$ cat config.mk
export PLATFORM = sky130hd
export DESIGN_NAME = fcpu_rob
export DESIGN_NICKNAME = d
export VERILOG_FILES = /design/src/rtl/fcpu_pkg.sv /design/src/rtl/fcpu_rob.sv
export SDC_FILE = /design/constraint.sdc
export NUM_CORES = 1
export LEC_CHECK = 0
export ABC_AREA = 1
export CAP_MARGIN = 20
export CORE_UTILIZATION = 49
export CTS_CLUSTER_DIAMETER = 80
export DETAILED_ROUTE_END_ITERATION = 8
export HOLD_SLACK_MARGIN = 0.15
export PLACE_DENSITY_LB_ADDON = 0.12
export SYNTH_ARGS = -nofsm -noshare
export SYNTH_HDL_FRONTEND = slang
export SYNTH_SLANG_ARGS = --single-unit
$ cat constraint.sdc
create_clock -name clk -period 6.9 [get_ports clk]
set_clock_uncertainty 0.15 [all_clocks]
set_input_delay 1.38 -clock clk [delete_from_list [all_inputs] [get_ports clk]]
set_output_delay 1.38 -clock clk [all_outputs]
set_load 0.005 [all_outputs]
$ cat src/rtl/fcpu_pkg.sv
// Shared fcpu types and sizes: result/register widths, CDB layout, commit
// classes and the reorder-buffer entry record.
package fcpu_pkg;

    localparam int N_ROB_W    = 4;
    localparam int N_ROB      = 2 ** N_ROB_W;
    localparam int DATA_W     = 32;
    localparam int REG_ADDR_W = 5;
    localparam int RSV_ID_W   = 5;
    localparam int CDB_W      = RSV_ID_W + DATA_W;

    typedef enum logic [2:0] {
        commit_none   = 3'd0,
        commit_int    = 3'd1,
        commit_load   = 3'd2,
        commit_store  = 3'd3,
        commit_branch = 3'd4
    } commit_type_t;

    typedef struct packed {
        logic                  valid;
        logic                  done;
        logic                  mispredict;
        commit_type_t          ctype;
        logic [REG_ADDR_W-1:0] dst_reg;
        logic [DATA_W-1:0]     data;
    } rob_entry_t;

endpackage

$ cat src/rtl/fcpu_rob.sv
// Reorder buffer: allocates entries in program order, collects results from
// the CDB, retires from the head in order and flushes on a mispredicted branch.
module fcpu_rob
    import fcpu_pkg::*;
#(
    parameter int N_ROB_W    = fcpu_pkg::N_ROB_W,
    parameter int DATA_W     = fcpu_pkg::DATA_W,
    parameter int REG_ADDR_W = fcpu_pkg::REG_ADDR_W
) (
    input  logic                  clk,
    input  logic                  rst_n,
    input  logic                  alloc_valid,
    output logic                  alloc_ready,
    input  commit_type_t          alloc_type,
    input  logic [REG_ADDR_W-1:0] alloc_dst_reg,
    output logic [N_ROB_W-1:0]    alloc_tag,
    input  logic                  cdb_valid,
    input  logic [CDB_W-1:0]      cdb,
    input  logic                  cdb_mispredict,
    output logic                  commit_valid,
    input  logic                  commit_ready,
    output commit_type_t          commit_type,
    output logic [REG_ADDR_W-1:0] commit_dst_reg,
    output logic [DATA_W-1:0]     commit_data,
    output logic [N_ROB_W-1:0]    commit_tag,
    output logic                  flush,
    output logic [N_ROB_W:0]      count
);

    localparam int DEPTH = 2 ** N_ROB_W;

    rob_entry_t             rob_reg [DEPTH];
    rob_entry_t             head_entry;
    logic [N_ROB_W-1:0]     head_reg;
    logic [N_ROB_W-1:0]     tail_reg;
    logic [N_ROB_W:0]       count_reg;
    logic [N_ROB_W:0]       count_next;
    logic [N_ROB_W-1:0]     cdb_idx;
    logic [DATA_W-1:0]      cdb_data;
    logic                   cdb_hit;
    logic                   alloc_fire;
    logic                   commit_fire;
    logic                   cdb_tag_unused;

    // Only the low tag bits address the ROB; the rest identify the station.
    assign cdb_idx        = cdb[DATA_W +: N_ROB_W];
    assign cdb_data       = cdb[DATA_W-1:0];
    assign cdb_tag_unused = ^cdb[CDB_W-1:DATA_W+N_ROB_W];

    assign head_entry  = rob_reg[head_reg];
    assign alloc_ready = (count_reg != (N_ROB_W+1)'(DEPTH));
    assign alloc_fire  = alloc_valid && alloc_ready;
    assign cdb_hit     = cdb_valid && rob_reg[cdb_idx].valid;

    assign commit_valid   = head_entry.valid && head_entry.done;
    assign commit_fire    = commit_valid && commit_ready;
    assign commit_type    = head_entry.ctype;
    assign commit_dst_reg = head_entry.dst_reg;
    assign commit_data    = head_entry.data;
    assign commit_tag     = head_reg;
    assign flush          = commit_fire && (head_entry.ctype == commit_branch)
                            && head_entry.mispredict;

    assign alloc_tag = tail_reg;
    assign count     = count_reg;

    always_comb begin
        count_next = count_reg;
        if (alloc_fire && !commit_fire) begin
            count_next = count_reg + {{N_ROB_W{1'b0}}, 1'b1};
        end else if (!alloc_fire && commit_fire) begin
            count_next = count_reg - {{N_ROB_W{1'b0}}, 1'b1};
        end
    end

    always_ff @(posedge clk or negedge rst_n) begin
        if (!rst_n) begin
            head_reg  <= '0;
            tail_reg  <= '0;
            count_reg <= '0;
        end else if (flush) begin
            head_reg  <= '0;
            tail_reg  <= '0;
            count_reg <= '0;
        end else begin
            if (alloc_fire) begin
                tail_reg <= tail_reg + N_ROB_W'(1);
            end
            if (commit_fire) begin
                head_reg <= head_reg + N_ROB_W'(1);
            end
            count_reg <= count_next;
        end
    end

    // A CDB hit needs an already-valid entry, so it can never collide with the
    // entry being allocated; a commit always wins on the head entry's valid bit.
    always_ff @(posedge clk or negedge rst_n) begin
        if (!rst_n) begin
            for (int i = 0; i < DEPTH; i++) begin
                rob_reg[i] <= '0;
            end
        end else if (flush) begin
            for (int i = 0; i < DEPTH; i++) begin
                rob_reg[i].valid <= 1'b0;
            end
        end else begin
            for (int i = 0; i < DEPTH; i++) begin
                if (cdb_hit && (cdb_idx == N_ROB_W'(i))) begin
                    rob_reg[i].done       <= 1'b1;
                    rob_reg[i].data       <= cdb_data;
                    rob_reg[i].mispredict <= cdb_mispredict;
                end
                if (alloc_fire && (tail_reg == N_ROB_W'(i))) begin
                    rob_reg[i].valid      <= 1'b1;
                    rob_reg[i].done       <= 1'b0;
                    rob_reg[i].mispredict <= 1'b0;
                    rob_reg[i].ctype      <= alloc_type;
                    rob_reg[i].dst_reg    <= alloc_dst_reg;
                end
                if (commit_fire && (head_reg == N_ROB_W'(i))) begin
                    rob_reg[i].valid <= 1'b0;
                end
            end
        end
    end

endmodule

==> results of run 1 <==
[per-stage QoR]
step                instance area, um2  worst slack [ns]
detailed placement               35360             1.685
floorplan                        34310             3.406
finish                           37940             1.307
global placement                 35360             1.744
CTS                              37890             1.278
global route                     37930            0.9651
[placed cells by master, fill, tap and decap left out, drive strengths merged]
cell | netlist | routed
a211oi | 15 | 15
a21o | 1 | 1
a21oi | 5 | 5
a22oi | 6 | 6
a31oi | 1 | 1
buf | 235 | 52
bufinv | 0 | 2
clkbuf | 154 | 121
clkdlybuf4s50 | 0 | 104
clkinv | 1 | 10
clkinvlp | 0 | 1
dfrtp | 701 | 701
diode | 0 | 2
fa | 1 | 1
ha | 11 | 11
inv | 103 | 105
nand2 | 1648 | 1648
nand3 | 594 | 594
nand4 | 55 | 55
nor2 | 358 | 358
nor3 | 2 | 2
o21ai | 450 | 450
o22ai | 150 | 150
xor2 | 3 | 3
[path summary, 6_finish.rpt]
path	to	slack, ns	cells past startpoint
max in group asynchronous	rob_reg[486]	4.50	2
hold / removal	rob_reg[219]	0.31	2
hold reg to reg	rob_reg[219]	0.31	2
min in group asynchronous	count[2]	0.62	1
setup / recovery	commit_data[3]	1.31	7
setup reg to reg	rob_reg[494]	1.91	16
[where the power goes]
part / leakage (uW) / total (uW) / switching (uW) / internal (uW)
Combinational: 0.00863 / 6200 / 3970 / 2230
Sequential: 0.00900 / 6280 / 805 / 5480
Clock: 0.00125 / 4170 / 1720 / 2450
Total: 0.0189 / 16700 / 6490 / 10200
[final cells by class]
class	count	area, um2	share of cell area, %
Sequential cell	701	17550	46.26
Multi-Input combinational cell	3300	14690	38.73
Clock buffer	121	2389	6.296
Timing Repair Buffer	156	1589	4.189
Tap cell	931	1165	3.071
Inverter	104	402.9	1.062
Clock inverter	14	141.4	0.3727
Antenna cell	2	5.005	0.01319
[routing by layer]
| metal | up-vias | global-route usage, % |
|---|---|---|
| met2 | 1123 | 50.58 |
| met5 | - | 0 |
| met1 | 14910 | 46.73 |
| met4 | 10 | 8.823 |
| li1 | 14340 | - |
| met3 | 179 | 6.403 |
[kinds of logic (layout without fill, tap and decap cells)]
| family | count (synthesis) | after routing | share of synthesized area (%) |
|---|---|---|---|
| compound gates | 628 | 628 | 9.883 |
| xor+xnor | 3 | 3 | 0.07660 |
| fa+ha+maj | 12 | 12 | 0.4595 |
| buf+inv | 493 | 395 | 6.273 |
| flops | 701 | 701 | 51.13 |
| other cells | 0 | 2 | 0 |
| simple gates | 2657 | 2657 | 32.18 |
[worst reg2reg max path, delay by kind of cell (launching register included)]
family | cells | cell delay, ns
flops | 1 | 0.74
simple gates | 13 | 2.72
buf+inv | 3 | 1.32
==> Flow_metrics.wiki, run 1 <==
{| class="wikitable"
! Metric !! Value
|-
| Outcome || finished, final reports clean
|-
| Required time of the critical path || 5.37 ns
|-
| Total core area || 0.06895 mm2
|-
| Maximum root-to-sink buffer count || 3
|-
| Count of maximum capacitance violations || 0
|-
| Clock Sinks || 701
|-
| Final routed DRC violation total || 0
|-
| PortBufs || 105
|-
| Flip-flop count of the largest register after layout || 688
|-
| Category of the worst setup path capture point || primary output
|-
| Number of warnings issued by yosys || 0
|-
| Critical path buffer and inverter count || 3
|-
| Worst Tran Pin Value || 1.163 ns
|-
| Vias after detailed routing || 30,570
|-
| Most numerous cell types in the synthesized netlist || nand2_1 (1,638), dfrtp_1 (701), nand3_1 (593), o21ai_0 (446), nor2_1 (339)
|-
| Max-slew violation total from the final report || 0
|-
| X dimension of the die || 266.6 um
|-
| Synthesized area || 0.03431 mm2
|-
| Share of the synthesized area in the top cell type || 51.13%
|-
| Clock latency reported for the late side of the worst-skew pair || 0.62 ns
|-
| IO Pins || 107
|-
| Hold Crit Start || rob_reg[219]
|-
| Max stage delay cell, worst path || buf_4
|-
| Sum of routed wire segments on met1 || 50.78 mm
|-
| Pin count of the biggest net entering global routing || 186
|-
| First-pass GRT wire length || 176.9 mm
|-
| Final core utilization || 55.02%
|-
| Most used standard cell by instance count after synthesis || nand2_1
|-
| Final setup TNS || 0 ns
|-
| Normalized max-slew margin || 22.16%
|-
| Number of enable flip-flop cells after synthesis || 0
|-
| First element of the critical path || commit_tag[0]
|-
| Number of distinct library cells after synthesis || 32
|-
| Root Buffer || clkbuf_16
|-
| RSZ-0062 raised after global routing || false
|-
| Instance count of the mapped netlist || 4,494
|-
| Clock slew at reported path FFs || 0.06 ns
|-
| Portion of the post-synthesis area used by sequential elements || 51.13%
|-
| Reg-to-reg startpoint || commit_tag[0]
|-
| Avg Inst Size Synth || 7.634 um2
|-
| Vias per cell || 5.736
|-
| Worst VDD drop || 240.9 uV
|-
| H-tree depth || 3
|-
| Top layer used by detailed routing || met5
|-
| Cells along the critical path || inv_8, buf_4, o21ai_0, o22ai_1, nand2_1, nand4_1, clkdlybuf4s50_1
|-
| Primary flip-flop cell chosen by synthesis mapping || dfrtp_1
|-
| Detailed-routed wire length on met3 || 9.454 mm
|-
| Placer's final routability congestion estimate || 0.8363
|-
| Number of DRC markers in iteration 0 || 3,493
|-
| Setup violations, final || 0
|-
| Final hold violation count || 0
|-
| Fmax || 178.8 MHz
|-
| Die ar. || 0.07108 mm2
|-
| Largest stage delay on the critical path || 0.71 ns
|-
| Total global routing track utilization || 32.66%
|-
| Antenna Violating Nets Remaining || 0
|-
| Met2 wire length || 52.65 mm
|-
| Top fanout value on the critical path || 122
|-
| Total CTS buffers || 78
|-
| HPWL after detailed placement || 58.88 mm
|-
| Number of placed instances, taps included || 5,190
|-
| First-pass DRT Iterations || 6
|-
| Total congestion overflow || 0
|-
| Via count of the first global-routing pass || 28,430
|-
| Routed len/inst || 21.65 um
|-
| Vertical die dimension || 266.6 um
|-
| Cell types with the largest area share after synthesis || dfrtp_1 (51%), nand2_1 (18%), nand3_1 (8.7%)
|-
| Leakage dissipation || 0.01888 uW
|-
| Critical path's top delay family || buffers and inverters
|-
| Crit path arrival time || 4.06 ns
|-
| Total Wirelength || 115.3 mm
|-
| Syn Nets || 4,557
|-
| Hold buffers post-CTS || 0
|-
| Non-filler cells, final || 5,329
|-
| FP Rows || 96
|-
| Fraction of the cycle the final worst path needs || 81.06%
|-
| Kind of critical path || flop to primary output
|-
| Pwr/cell area || 438.9 mW/mm2
|-
| Post-CTS Setup Inserts || 0
|-
| Post-layout min period || 5.593 ns
|-
| Starting density of the core || 49.76%
|-
| Total Power Consumption || 16,650 uW
|-
| Number of storage elements in the synthesis netlist || 701
|-
| Proportion of layout cells with a drive suffix above 1 || 4.868%
|-
| Number of gates resized after CTS || 0
|-
| Nets@finish || 4,404
|-
| Post-synth ARST share || 100.0%
|-
| Yosys top cell by area || dfrtp_1
|-
| Filler cell count in the final layout || 6,575
|-
| Clock tree from TritonCTS || built
|-
| Antenna violations before repair || 8
|-
| Layout overhead on the synthesized area || 10.57%
|-
| Launching element type of the critical path || flop
|-
| Smallest hold slack || 0.3138 ns
|-
| Worst hold path class || flop to flop
|}
(Power assumes the default switching activity.)
==> run 2: changes to the inputs <==
clock period = 4.9 ns   (was 6.9 ns; I/O delays follow)
==> run 2 against run 1 <==
- via count up 2.4%
- non-clock buffer count up 32
- clock-buffer cell count up 7
==> Flow_metrics.wiki, run 2 (synthesis results as in run 1) <==
{| class="wikitable"
! Metric !! Value
|-
| Clock Sinks || 701
|-
| Post-place setup slack || 0.5004 ns
|-
| Area taken by flip-flops and latches || 0.01755 mm2
|-
| Proportion of layout cells with a drive suffix above 1 || 5.881%
|-
| Vertical die dimension || 266.6 um
|-
| Number of gates resized after CTS || 0
|-
| Top fanout value on the critical path || 79
|-
| Clock latency reported for the late side of the worst-skew pair || 0.62 ns
|-
| Crit path arrival time || 3.56 ns
|-
| Starting density of the core || 49.76%
|-
| Post-CTS Setup Inserts || 0
|-
| Worst hold path class || input pin to asynchronous set/reset pin
|-
| Final routed DRC violation total || 0
|-
| Hold buffers post-CTS || 0
|-
| RSZ-0062 raised after global routing || false
|-
| Placer's final routability congestion estimate || 0.8261
|-
| Largest stage delay on the critical path || 0.68 ns
|-
| Leakage dissipation || 0.01924 uW
|-
| PortBufs || 105
|-
| Area of the multi-input gates || 0.01469 mm2
|-
| Pwr/cell area || 620.1 mW/mm2
|-
| H-tree depth || 3
|-
| Root Buffer || clkbuf_16
|-
| Commonest non-fill, non-tap cells in the layout || nand2_1 (1,631), dfrtp_1 (699), nand3_1 (593), o21ai_0 (446), nor2_1 (336)
|-
| Vias per cell || 5.827
|-
| Outcome || finished, final reports clean
|-
| Number of DRC markers in iteration 0 || 3,932
|-
| Worst Tran Pin Value || 0.9364 ns
|-
| Minimum setup slack in the final design || 0.2137 ns
|-
| Routed len/inst || 21.50 um
|-
| Category of the worst setup path capture point || primary output
|-
| Cells along the critical path || buf_4, o21ai_0, o21ai_1, nand2_1, nand2_1, nor2_1, nor2_1, nand2_1, nor2_1, clkdlybuf4s50_1
|-
| Worst VDD drop || 354.7 uV
|-
| Via count of the first global-routing pass || 29,130
|-
| HPWL after detailed placement || 65.30 mm
|-
| First-pass GRT wire length || 178.1 mm
|-
| Total global routing track utilization || 32.68%
|-
| First-pass DRT Iterations || 6
|-
| Total congestion overflow || 0
|-
| Most common library cell in the layout ignoring fill and taps || nand2_1
|-
| Flip-flop count of the largest register after layout || 688
|-
| Nets@finish || 4,437
|-
| FP Rows || 96
|-
| Max stage delay cell, worst path || buf_4
|-
| Fraction of the cycle the final worst path needs || 95.64%
|-
| Count of maximum capacitance violations || 0
|-
| Layout overhead on the synthesized area || 12.53%
|-
| Launching element type of the critical path || flop
|-
| Maximum root-to-sink buffer count || 3
|-
| Antenna violations before repair || 11
|-
| Antenna Violating Nets Remaining || 0
|-
| Critical path buffer and inverter count || 2
|-
| Final hold violation count || 0
|-
| Total Wirelength || 115.5 mm
|-
| Required time of the critical path || 3.77 ns
|-
| Kind of critical path || flop to primary output
|-
| Filler cell count in the final layout || 6,547
|-
| Total CTS buffers || 79
|-
| Setup violations, final || 0
|-
| Normalized max-slew margin || 37.34%
|-
| Fmax || 213.4 MHz
|-
| Vias after detailed routing || 31,300
|-
| Critical path's top delay family || buffers and inverters
|-
| X dimension of the die || 266.6 um
|-
| IO Pins || 107
|-
| Pin count of the biggest net entering global routing || 154
|-
| Total core area || 0.06895 mm2
|-
| Clock tree from TritonCTS || built
|-
| Final setup TNS || 0 ns
|-
| Max-slew violation total from the final report || 0
|-
| Die ar. || 0.07108 mm2
|-
| Clock slew at reported path FFs || 0.06 ns
|-
| Post-layout min period || 4.686 ns
|}
==> run 2: cell types whose count changed in the layout (fill, tap and decap cells not counted), sizes merged <==
cell,delta
buf,+32
bufinv,+1
clkbuf,+7
clkinv,+2
clkinvlp,+2
inv,-2
==> run 2: routing by layer <==
layer  wire [um]  up-vias  share of wire, %  GRT usage, %
li1            -    14410                 -             -
met1       50740    15360                44         47.55
met2       52250     1334                45         50.32
met3        9784      185               8.5         4.982
met5          94        -             0.081             0
met4        2610       14               2.3         9.801
==> run 2: through the flow <==
stage	cell area [um2]	cells	power, uW	hold slack (ns)	utilization (%)
global placement	35870	5224	17580	0.2979	52.02
finish	38610	5371	23940	0.2718	56.00
global route	38610	5371	25470	0.3294	56.00
CTS	38600	5369	23930	0.2905	55.99
floorplan	34310	4494	14280	0.2866	-
detailed placement	35870	5224	17710	0.3028	52.02
==> run 2: worst register-to-register path: cells and delay by family (launching register included) <==
kind,cells,cell delay (ns)
simple gates,10,1.99
buf+inv,4,1.31
flops,1,0.56
==> run 2: power by group <==
group / total, uW / internal (uW) / switching [uW] / leakage, uW
clock: 6180 / 3710 / 2470 / 0.00135
combinational: 8970 / 3230 / 5750 / 0.00889
sequential: 8790 / 7710 / 1070 / 0.00900
total: 23900 / 14600 / 9290 / 0.0192
==> run 2: cell type report <==
cell class	count	share of cell area [%]
diodes	2	0.01296
clock buffers	128	6.595
clock inverters	17	0.4926
inverters	104	1.044
multi-input cells	3300	38.06
flip-flops and latches	701	45.46
well taps	931	3.017
repair buffers	188	5.321
==> run 2: worst paths after layout <==
path / cells past startpoint / end / startpoint / slack, ns
setup / recovery: 10 / flush / commit_tag[0] / 0.21
hold / removal: 1 / count[3] / rst_n / 0.27
setup reg to reg: 14 / rob_reg[388] / commit_tag[2] / 0.82
hold reg to reg: 2 / rob_reg[437] / rob_reg[437] / 0.31
max in group asynchronous: 2 / rob_reg[406] / rst_n / 3.26
min in group clk: 2 / rob_reg[437] / rob_reg[437] / 0.31
